### src/rtl/div_result_stage.sv
// Registered result stage behind a combinational 4-bit non-restoring divider.
// It corrects the remainder, handles divide-by-zero, buffers results and counts deliveries.
module div_result_stage #(
  parameter int DEPTH = 2,
  parameter int CNT_W = 8
) (
  input  logic             clk,
  input  logic             rst,
  input  logic             in_valid,
  output logic             in_ready,
  input  logic [3:0]       in_x,
  input  logic [3:0]       in_y,
  input  logic [4:0]       in_r,
  input  logic [3:0]       in_q,
  output logic             out_valid,
  input  logic             out_ready,
  output logic [3:0]       out_q,
  output logic [3:0]       out_r,
  output logic             out_dz,
  output logic             out_err,
  output logic [CNT_W-1:0] res_cnt,
  output logic [CNT_W-1:0] dz_cnt
);

  localparam int PTR_W = (DEPTH > 1) ? $clog2(DEPTH) : 1;
  localparam int OCC_W = $clog2(DEPTH + 1);
  localparam logic [PTR_W-1:0] LAST_PTR = PTR_W'(DEPTH - 1);
  localparam logic [OCC_W-1:0] FULL_OCC = OCC_W'(DEPTH);

  // Entry layout: {err, dz, r[3:0], q[3:0]}
  logic [9:0]       w_slots [DEPTH];
  logic [9:0]       w_entry;
  logic [9:0]       w_head;
  logic [9:0]       w_shown;
  logic [9:0]       r_last;
  logic [PTR_W-1:0] r_wr_ptr;
  logic [PTR_W-1:0] r_rd_ptr;
  logic [OCC_W-1:0] r_occ;
  logic [CNT_W-1:0] r_res_cnt;
  logic [CNT_W-1:0] r_dz_cnt;

  logic       w_push;
  logic       w_pop;
  logic [4:0] w_sum5;
  logic [4:0] w_corr5;
  logic       w_range_err;
  logic [3:0] w_q;
  logic [3:0] w_r;
  logic       w_dz;
  logic       w_err;

  assign in_ready  = (r_occ != FULL_OCC);
  assign out_valid = (r_occ != '0);
  assign w_push    = in_valid & in_ready;
  assign w_pop     = out_valid & out_ready;

  // A negative raw remainder is pulled back into range by adding the divisor once.
  assign w_sum5      = in_r + {1'b0, in_y};
  assign w_corr5     = in_r[4] ? w_sum5 : in_r;
  assign w_range_err = w_corr5[4] | (w_corr5[3:0] >= in_y);

  always_comb begin
    w_q   = in_q;
    w_r   = w_corr5[3:0];
    w_dz  = 1'b0;
    w_err = w_range_err;
    if (in_y == 4'd0) begin
      w_q   = 4'hF;
      w_r   = in_x;
      w_dz  = 1'b1;
      w_err = 1'b0;
    end
  end

  assign w_entry = {w_err, w_dz, w_r, w_q};

  genvar gi;
  generate
    for (gi = 0; gi < DEPTH; gi++) begin : g_slot
      logic [9:0] r_data;
      always_ff @(posedge clk or posedge rst) begin
        if (rst) begin
          r_data <= '0;
        end else if (w_push && (r_wr_ptr == PTR_W'(gi))) begin
          r_data <= w_entry;
        end
      end
      assign w_slots[gi] = r_data;
    end
  endgenerate

  assign w_head = w_slots[r_rd_ptr];
  // When empty, the outputs keep showing the most recently delivered result.
  assign w_shown = out_valid ? w_head : r_last;

  assign out_q     = w_shown[3:0];
  assign out_r     = w_shown[7:4];
  assign out_dz    = w_shown[8];
  assign out_err   = w_shown[9];
  assign res_cnt   = r_res_cnt;
  assign dz_cnt    = r_dz_cnt;

  always_ff @(posedge clk or posedge rst) begin
    if (rst) begin
      r_wr_ptr <= '0;
      r_rd_ptr <= '0;
      r_occ    <= '0;
      r_last   <= '0;
    end else begin
      if (w_push) begin
        r_wr_ptr <= (r_wr_ptr == LAST_PTR) ? '0 : r_wr_ptr + 1'b1;
      end
      if (w_pop) begin
        r_rd_ptr <= (r_rd_ptr == LAST_PTR) ? '0 : r_rd_ptr + 1'b1;
        r_last   <= w_head;
      end
      case ({w_push, w_pop})
        2'b10:   r_occ <= r_occ + 1'b1;
        2'b01:   r_occ <= r_occ - 1'b1;
        default: r_occ <= r_occ;
      endcase
    end
  end

  always_ff @(posedge clk or posedge rst) begin
    if (rst) begin
      r_res_cnt <= '0;
      r_dz_cnt  <= '0;
    end else if (w_pop) begin
      if (r_res_cnt != '1) begin
        r_res_cnt <= r_res_cnt + 1'b1;
      end
      if (w_head[8] && (r_dz_cnt != '1)) begin
        r_dz_cnt <= r_dz_cnt + 1'b1;
      end
    end
  end

endmodule

### config.mk
export PLATFORM = sky130hd
export DESIGN_NAME = div_result_stage
export DESIGN_NICKNAME = d
export VERILOG_FILES = /design/src/rtl/div_result_stage.sv
export SDC_FILE = /design/constraint.sdc
export NUM_CORES = 1
export LEC_CHECK = 0
export ABC_AREA = 1
export CAP_MARGIN = 25
export CORE_MARGIN = 5
export CORE_UTILIZATION = 34
export CTS_CLUSTER_DIAMETER = 80
export DETAILED_ROUTE_END_ITERATION = 10
export GPL_ROUTABILITY_DRIVEN = 0
export GPL_TIMING_DRIVEN = 0
export MAX_ROUTING_LAYER = met4
export SYNTH_ARGS = -nofsm -noshare
export SYNTH_HDL_FRONTEND = slang
export SYNTH_SLANG_ARGS = --single-unit
### constraint.sdc
create_clock -name clk -period 1.9 [get_ports clk]
set_input_delay 0.38 -clock clk [delete_from_list [all_inputs] [get_ports clk]]
set_output_delay 0.38 -clock clk [all_outputs]
set_load 0.02 [all_outputs]
# Word level (Yosys, flattened, before mapping)
# Index checks and enable logic that the tools add are counted.
# totals
ff_bits	50
in_bits	21
output_inout_bits	28
wordCells	47
# classes
n_addsub	7
magnitude_cmp	2
eq_ne	5
muxes	12
bitwise_logic	5
n_reduce_logical	8
# ops
cell	count
two-way mux 10 bit	4
adder 8 x 1 -> 8 bit (second input constant)	2
!= test 8 bit (second input constant)	2
two-way mux 4 bit	2
adder 5 x 4 -> 5 bit	1
two-way mux 5 bit	1
greater-or-equal comparator 4 bit	1
zero test 4 bit	1
two-way mux 1 bit	4
one-hot mux 2 bit (2 select lines)	1
AND reduction 2 bit	2
nonzero test 2 bit	2
logical AND 1 bit	3
adder 1 bit (second input constant)	2
adder 2 x 1 -> 2 bit (second input constant)	1
AND 1 bit	2
equality test 2 x 1 -> 1 bit (second input constant)	1
equality test 2 bit (second input constant)	1
greater-or-equal comparator 2 bit (second input constant)	1
!= test 2 bit (second input constant)	1
NOT 1 -> 2 bit	1
subtractor 2 x 1 -> 2 bit (second input constant)	1
NOT 1 bit	1
OR 1 bit	1

# Longest topological paths before layout
# Gate-level depths: netlist of run 1.
# depth
word_depth	6
ltp_mapped	11
depth_no_buf	11

# Least setup slack after synthesis of run 1
# Ideal clock, no wire load.
# synth_timing
kind	input-to-reg
from	input in_y[0]
to	register g_slot[0].r_data[9]
setup_ns	0.126
arrival_time_ns	1.849
t_required_ns	1.774
slack_ns	-0.075
stages	10
path_buffers	0
path_cell_list	ha_1 > fa_1 > nand2_1 > nand2_1 > o21ai_0 > ha_1 > nand4_1 > nand4_1 > nand3_1 > o21ai_0
# synth_between
elab_chain_len	5
word_cells_on_any_way	6
classes_between	add/sub: 1; order compare: 1; mux: 2; bitwise: 1; reduce/logical: 1
# synth_lines
item	line_no	rtl
start: declaration	12	input logic [3:0] in_y,
adder 5 x 4 -> 5 bit	58	assign w_sum5 = in_r + {1'b0, in_y};
two-way mux 5 bit	59	assign w_corr5 = in_r[4] ? w_sum5 : in_r;
greater-or-equal comparator 4 bit	60	assign w_range_err = w_corr5[4] | (w_corr5[3:0] >= in_y);
OR 1 bit	60	
two-way mux 1 bit (*)	67	if (in_y == 4'd0) begin
end signal: assignment	85	r_data <= w_entry;
end: declaration	80	logic [9:0] r_data;
# Mark *: on every way between the ends. The rest lies on a longest branch, timed or not.
# A chain may end at the register's enable or synchronous reset.

# Final worst setup path of run 1
# layout_timing
from	register r_rd_ptr
to	output out_r[3]
# layout_between
elab_chain_len	5
# layout_lines
item	line_no	rtl
start: declaration	37	logic [PTR_W-1:0] r_rd_ptr;
start signal: assignment	114	r_rd_ptr <= (r_rd_ptr == LAST_PTR) ? '0 : r_rd_ptr + 1'b1;
NOT 1 -> 2 bit (implied by the code)	92	assign w_head = w_slots[r_rd_ptr];
two-way mux 10 bit (implied by the code) (3 in series)	92	
two-way mux 10 bit	94	assign w_shown = out_valid ? w_head : r_last;
end: declaration	18	output logic [3:0] out_r,
# Every way passes these cells. The select of a mux whose other input is x is not followed.

==> results.cfg, run 1 <==
[worst_setup_path]
reg2reg_to = r_occ[1]$_DFFE_PP0P_
r2r-start = r_occ[1]$_DFFE_PP0P_
slowest_stage = dfrtp_1
path_cells = buf_6 -> mux2_2 -> nand2_1 -> o21ai_2 -> buf_4
path_class = flop to primary output
r2r_slack_ns = 0.37
arrival_ns = 1.46
critPathCaptureType = primary output
cp_data_required_time_ns = 1.52
worstRegToRegCells = 6
max_stage_delay_ns = 0.36
cp_max_fo = 8
worstSetupStartpoint = r_rd_ptr$_DFFE_PP0P_
critical_path.startpoint_type = flop

[synth]
synth_top_flop_cell = dfrtp_1
synth_area_leader_cell = dfrtp_1
netlist_area_mm2 = 0.002748
syn_avg_cell_area_um2 = 8.226
netlist_top_cells_count = 108 x nand2_1, 50 x dfrtp_1, 40 x inv_1
synth_edf_count = 0
synth.most_common_cell = nand2_1
synth_cells = 334
synth_seq_cells = 50
ys_warn_count = 0
yosysSeqAreaShare_pct = 45.54
synth_area_leaders = dfrtp_1 46%, nand2_1 15%, o21ai_0 7.1%
synthArstFlopShare_pct = 100.0
synthesis.nets = 367
synth_top_area_share_pct = 45.54
ys_types = 31

[power]
power.internal_uw = 3123
p_leak_uw = 0.001836
comb_power_share_pct = 53.3
switching_share_pct = 41.59
switching_power_uw = 2224
ir_drop_mv = 0.4520
power_density_mw_per_mm2 = 1443
p_clk_share_pct = 14.0
p_seq_share_pct = 32.7

[timing]
maxSlewHeadroom_pct = 73.67
setup_viol = 0
period_needed_ns = 1.844
hold_violations = 0
fmax_ghz = 0.5424
fin_crit_sh_pct = 97.04
tns_ns = 0
skew_ns = 0.006841
drv_slew = 0
rsz0062_at_grt = yes
tightest_slew_ns = 0.3950

[layout]
final_core_util_pct = 47.47
area_delta_synth_final_pct = 34.88
fin_nets = 427
diodes = 0
final_cells = 497
drive_gt1_share_pct = 22.53

[job]
cap_violations = 0

[drt]
routed-via-count = 2289
drc_errors = 0
wirelength_um = 5996
ant_nets = 0
dr.first_iter.drc_count = 93
wl_per_cell_um = 12.06
dr.pass1.iters = 4
viasPerCell = 4.606

[min_path]
hold_class = input port to async pin

[floorplanning]
die_area_mm2 = 0.009979
die_w_um = 99.90
ioPinCount = 49
core-area_mm2 = 0.007807
placementRows = 32
die_y_um = 99.90
initial_utilization_pct = 35.19

[placement]
io_buffer_count = 48
dp_cells = 485
hpwl_um = 4395

[global_routing]
grt_pass1_wl_um = 10490
grt-ovfl-total = 0
grt_usage_pct = 13.05
antenna_found_initial = 0
grt_pass1_vias = 2349
grt_max_degree = 43

[status]
status = completed

[clock_network]
clock_latency_ns = 0.31
cts-root-buf = clkbuf_8
cts-buffers-inserted = 5
cts_num_sinks = 50
cts_max_level = 2
ctsLongestPathBuffers = 2
clk_pin_slew_ns = 0.09
cts_tree = built
==> power by group through the flow <==
stage	Clock [uW]	Sequential, uW	Combinational [uW]
2_1_floorplan	0	1830	1510
3_3_place_gp	0	1750	2520
3_5_place_dp	0	1760	2560
4_1_cts	763	1750	2670
5_1_grt	803	1810	3170
6_report	746	1750	2850
==> through the flow <==
stage,power (uW),area (um^2),setup WS [ns],hold slack (ns)
finish,5347,3706,0.05629,0.2998
global route,5783,3706,-0.07346,0.3371
CTS,5181,3555,-0.006514,0.3101
detailed placement,4325,3391,-0.7163,0.4668
global placement,4270,3371,-0.7198,0.4617
floorplan,3340,2763,0.01128,0.4436
==> worst max-delay path, delay by kind of cell, from the launching register on <==
family | cells | cell delay [ns]
AOI/OAI and AO/OA | 1 | 0.06
buffers and inverters | 2 | 0.30
DFF | 1 | 0.36
muxes | 1 | 0.36
and+or+nand+nor | 1 | 0.08
==> cells by family (layout without fill, tap and decap cells) <==
group                    Yosys count  after routing  share of synthesized area [%]
multiplexers                       6              6                          2.368
buffers and inverters             52            113                          7.878
AO/OA/AOI/OAI                     50             50                          10.66
adder cells (fa/ha/maj)           12             12                          5.738
flip-flops                        50             50                          45.54
XOR/XNOR                          17             17                          5.419
AND/OR/NAND/NOR                  147            147                          22.40
==> routing by layer <==
layer / GRT usage, % / vias up / wire length, um / share of wire [%]
li1: - / 1172 / - / -
met1: 16.35 / 1055 / 2755 / 46
met2: 21.29 / 52 / 2861 / 48
met3: 2.780 / 10 / 300 / 5.0
met4: 3.782 / 0 / 78 / 1.3
met5: - / - / 0 / 0
==> worst max-delay path by stage <==
stage                                      end  cells after the start  slack, ns
6_report                              out_r[3]                      5       0.06
5_1_grt        g_slot[0].r_data[9]$_DFFE_PP0P_                     12      -0.07
4_1_cts                                out_err                      5     -0.007
3_5_place_dp   g_slot[0].r_data[9]$_DFFE_PP0P_                     12      -0.72
3_3_place_gp   g_slot[0].r_data[1]$_DFFE_PP0P_                      2      -0.72
2_1_floorplan  g_slot[0].r_data[9]$_DFFE_PP0P_                     11       0.01
==> registers in the layout, indices dropped and copies added, names as in the netlist <==
name           cells
g_slot.r_data     20
r_last            10
dz_cnt             8
res_cnt            8
r_occ              2
r_rd_ptr           1
r_wr_ptr           1
==> area by class of cell <==
type / instances / area [um^2]
buffer: 9 / 95.09
multi-input combinational: 232 / 1451
sequential: 50 / 1254
clock inverter: 3 / 40.04
fill: 786 / 4101
inverter: 42 / 157.7
timing repair buffer: 54 / 511.7
tap: 102 / 127.6
clock buffer: 5 / 68.82
==> repair_timing <==
| item | 4_1_cts | 5_1_grt |
|---|---|---|
| hold buffers | 0 | 0 |
| pin swaps | 8 | 9 |
| setup endpoints to repair | 14 | 12 |
| gates cloned | 0 | 0 |
| buffers inserted | 2 | 3 |
| gates resized for setup | 107 | 38 |
==> placed cells by master (no fill, tap or decap), drive strengths merged, types with 2 or more instances in the layout <==
cell and n:
nand2 110, dfrtp 50, o21ai 45, inv 42, clkdlybuf4s50 28, buf 25, nand3 13, nor2 11
ha 11, xor2 10, clkbuf 9, xnor2 7, or2 6, nand4 5, mux2 4, dlymetal6s2s 3
a21oi 3, mux2i 2, nor3 2, clkinv 2, dlygate4sd2 2
(Power assumes the default switching activity.)
==> run 2: changes to the inputs <==
--- a/config.mk
+++ b/config.mk
@@ -7,7 +7,6 @@
 export LEC_CHECK = 0
 export ABC_AREA = 1
 export CAP_MARGIN = 25
-export CORE_MARGIN = 5
 export CORE_UTILIZATION = 34
 export CTS_CLUSTER_DIAMETER = 80
 export DETAILED_ROUTE_END_ITERATION = 10
==> results.cfg, run 2 (synthesis results as in run 1) <==
[status]
status = completed

[layout]
final_cell_mix = 105 x nand2_1, 49 x dfrtp_1, 38 x inv_1
diodes = 0
reg.largest.list = g_slot.r_data x20, r_last x10
n_fill_cell = 760
final_common_cell = nand2_1
largest_reg_flops = 20
fin_nets = 424
fin_area_mm2 = 0.003650
area_delta_synth_final_pct = 32.83
drive_gt1_share_pct = 20.15
top_register = g_slot.r_data

[timing]
fmax_ghz = 0.5486
skew_ns = 0.007743
period_needed_ns = 1.823
setup_viol = 0
fin_crit_sh_pct = 95.94
tightest_slew_ns = 0.3968
rsz0062_at_grt = yes
hold_violations = 0
maxSlewHeadroom_pct = 73.55
tns_ns = 0
drv_slew = 0

[floorplanning]
die_y_um = 91.90
die_area_mm2 = 0.008445
die_w_um = 91.90
ioPinCount = 49
initial_utilization_pct = 35.37
placementRows = 32
core-area_mm2 = 0.007767

[clock_network]
cts_max_level = 2
clock_latency_ns = 0.30
clk_pin_slew_ns = 0.09
hold_buffers = 0
cts_tree = built
cts-buffers-inserted = 5
cts_num_sinks = 50
cts-root-buf = clkbuf_8
ctsLongestPathBuffers = 2

[power]
p_clk_share_pct = 17.0
power.internal_uw = 3246
comb_power_share_pct = 50.6
ir_drop_mv = 0.4067
switching_power_uw = 2130
p_leak_uw = 0.001807
power_density_mw_per_mm2 = 1473
p_seq_share_pct = 32.4
switching_share_pct = 39.63

[worst_setup_path]
r2r-start = r_occ[1]$_DFFE_PP0P_
critPathCaptureType = flop
reg2reg_to = r_occ[1]$_DFFE_PP0P_
r2r_slack_ns = 0.23
path_class = input port to flop
cp_max_fo = 3
worstRegToRegCells = 7
critical_path.startpoint_type = input port
arrival_ns = 2.02
worstSetupStartpoint = in_y[0]
crit_path_end = g_slot[0].r_data[9]$_DFFE_PP0P_
cp_data_required_time_ns = 2.10

[drt]
drc_errors = 0
ant_nets = 0
wirelength_um = 5525
routed-via-count = 2292
dr.first_iter.drc_count = 84
dr.pass1.iters = 4
viasPerCell = 4.640
wl_per_cell_um = 11.18

[min_path]
hold_class = input port to async pin

[global_routing]
grt_pass1_vias = 2275
grt-ovfl-total = 0
grt_pass1_wl_um = 9949
grt_max_degree = 37
grt_usage_pct = 14.93
antenna_found_initial = 0

[placement]
io_buffer_count = 48
hpwl_um = 4188
dpl_cell_area_mm2 = 0.003391

[job]
cap_violations = 0
## run 2: metal layers
layer | global-route usage (%) | routed length [um]
met1 | 18.23 | 2649
met2 | 25.31 | 2604
met3 | 2.819 | 214
met4 | 4.036 | 57
met5 | - | 0
## run 2: how the worst min path moves through the flow
| stage | start | end | slack, ns | depth (start not counted) |
|---|---|---|---|---|
| floorplan | g_slot[1].r_data[7]$_DFFE_PP0P_ | g_slot[1].r_data[7]$_DFFE_PP0P_ | 0.44 | 2 |
| CTS | rst | dz_cnt[3]$_DFFE_PP0P_ | 0.36 | 2 |
| detailed placement | g_slot[0].r_data[7]$_DFFE_PP0P_ | g_slot[0].r_data[7]$_DFFE_PP0P_ | 0.46 | 2 |
| finish | rst | r_last[2]$_DFFE_PP0P_ | 0.35 | 2 |
| global placement | g_slot[1].r_data[6]$_DFFE_PP0P_ | g_slot[1].r_data[6]$_DFFE_PP0P_ | 0.46 | 2 |
| global route | rst | g_slot[0].r_data[1]$_DFFE_PP0P_ | 0.38 | 2 |
## run 2: critical path: stages
cell      delay, ns
buf_4          0.13
ha_4           0.16
fa_2           0.52
nand2_2        0.06
nand2_2        0.08
ha_4           0.20
inv_2          0.04
o21bai_1       0.07
nand3_1        0.08
nand4_1        0.13
nand3_1        0.11
o21ai_1        0.06
## run 2: layout make-up
cell class / instances / area, um^2 / area share, %
clock buffers: 6 / 82.58 / 2.263
inverters: 42 / 157.7 / 4.320
plain buffers: 9 / 85.08 / 2.331
repair buffers: 51 / 474.2 / 12.99
clock inverters: 2 / 60.06 / 1.646
multi-input cells: 232 / 1410 / 38.64
flip-flops and latches: 50 / 1252 / 34.32
well taps: 102 / 127.6 / 3.497
## run 2: repair_timing
| item | 4_1_cts | 5_1_grt |
|---|---|---|
| resized for setup | 92 | 41 |
| pin swaps | 8 | 6 |
| setup endpoints to repair | 14 | 14 |
| buffers inserted | 2 | 0 |
## run 2: power groups by stage
stage | Sequential (uW) | Combinational, uW | Clock [uW]
CTS | 1740 | 2510 | 938
global placement | 1750 | 2500 | 0
global route | 1800 | 3040 | 978
floorplan | 1830 | 1510 | 0
detailed placement | 1760 | 2540 | 0
finish | 1740 | 2720 | 914
## run 2: stage by stage
stage	util, %	total power [uW]	hold slack, ns	setup WS, ns	cells
floorplan	-	3340	0.4436	0.01128	334
global placement	43.40	4256	0.4616	-0.7298	484
detailed placement	43.65	4306	0.4614	-0.7327	485
CTS	45.83	5188	0.3640	0.01082	494
global route	46.99	5814	0.3752	-0.03138	494
finish	46.99	5376	0.3526	0.07709	494
==> run 3: changes to the inputs <==
--- a/config.mk
+++ b/config.mk
@@ -8,7 +8,7 @@
 export ABC_AREA = 1
 export CAP_MARGIN = 25
 export CORE_UTILIZATION = 34
-export CTS_CLUSTER_DIAMETER = 80
+export CTS_CLUSTER_DIAMETER = 150
 export DETAILED_ROUTE_END_ITERATION = 10
 export GPL_ROUTABILITY_DRIVEN = 0
 export GPL_TIMING_DRIVEN = 0
==> results of run 3 <==
The final DEF is identical to that of run 2; final timing and power are the same.
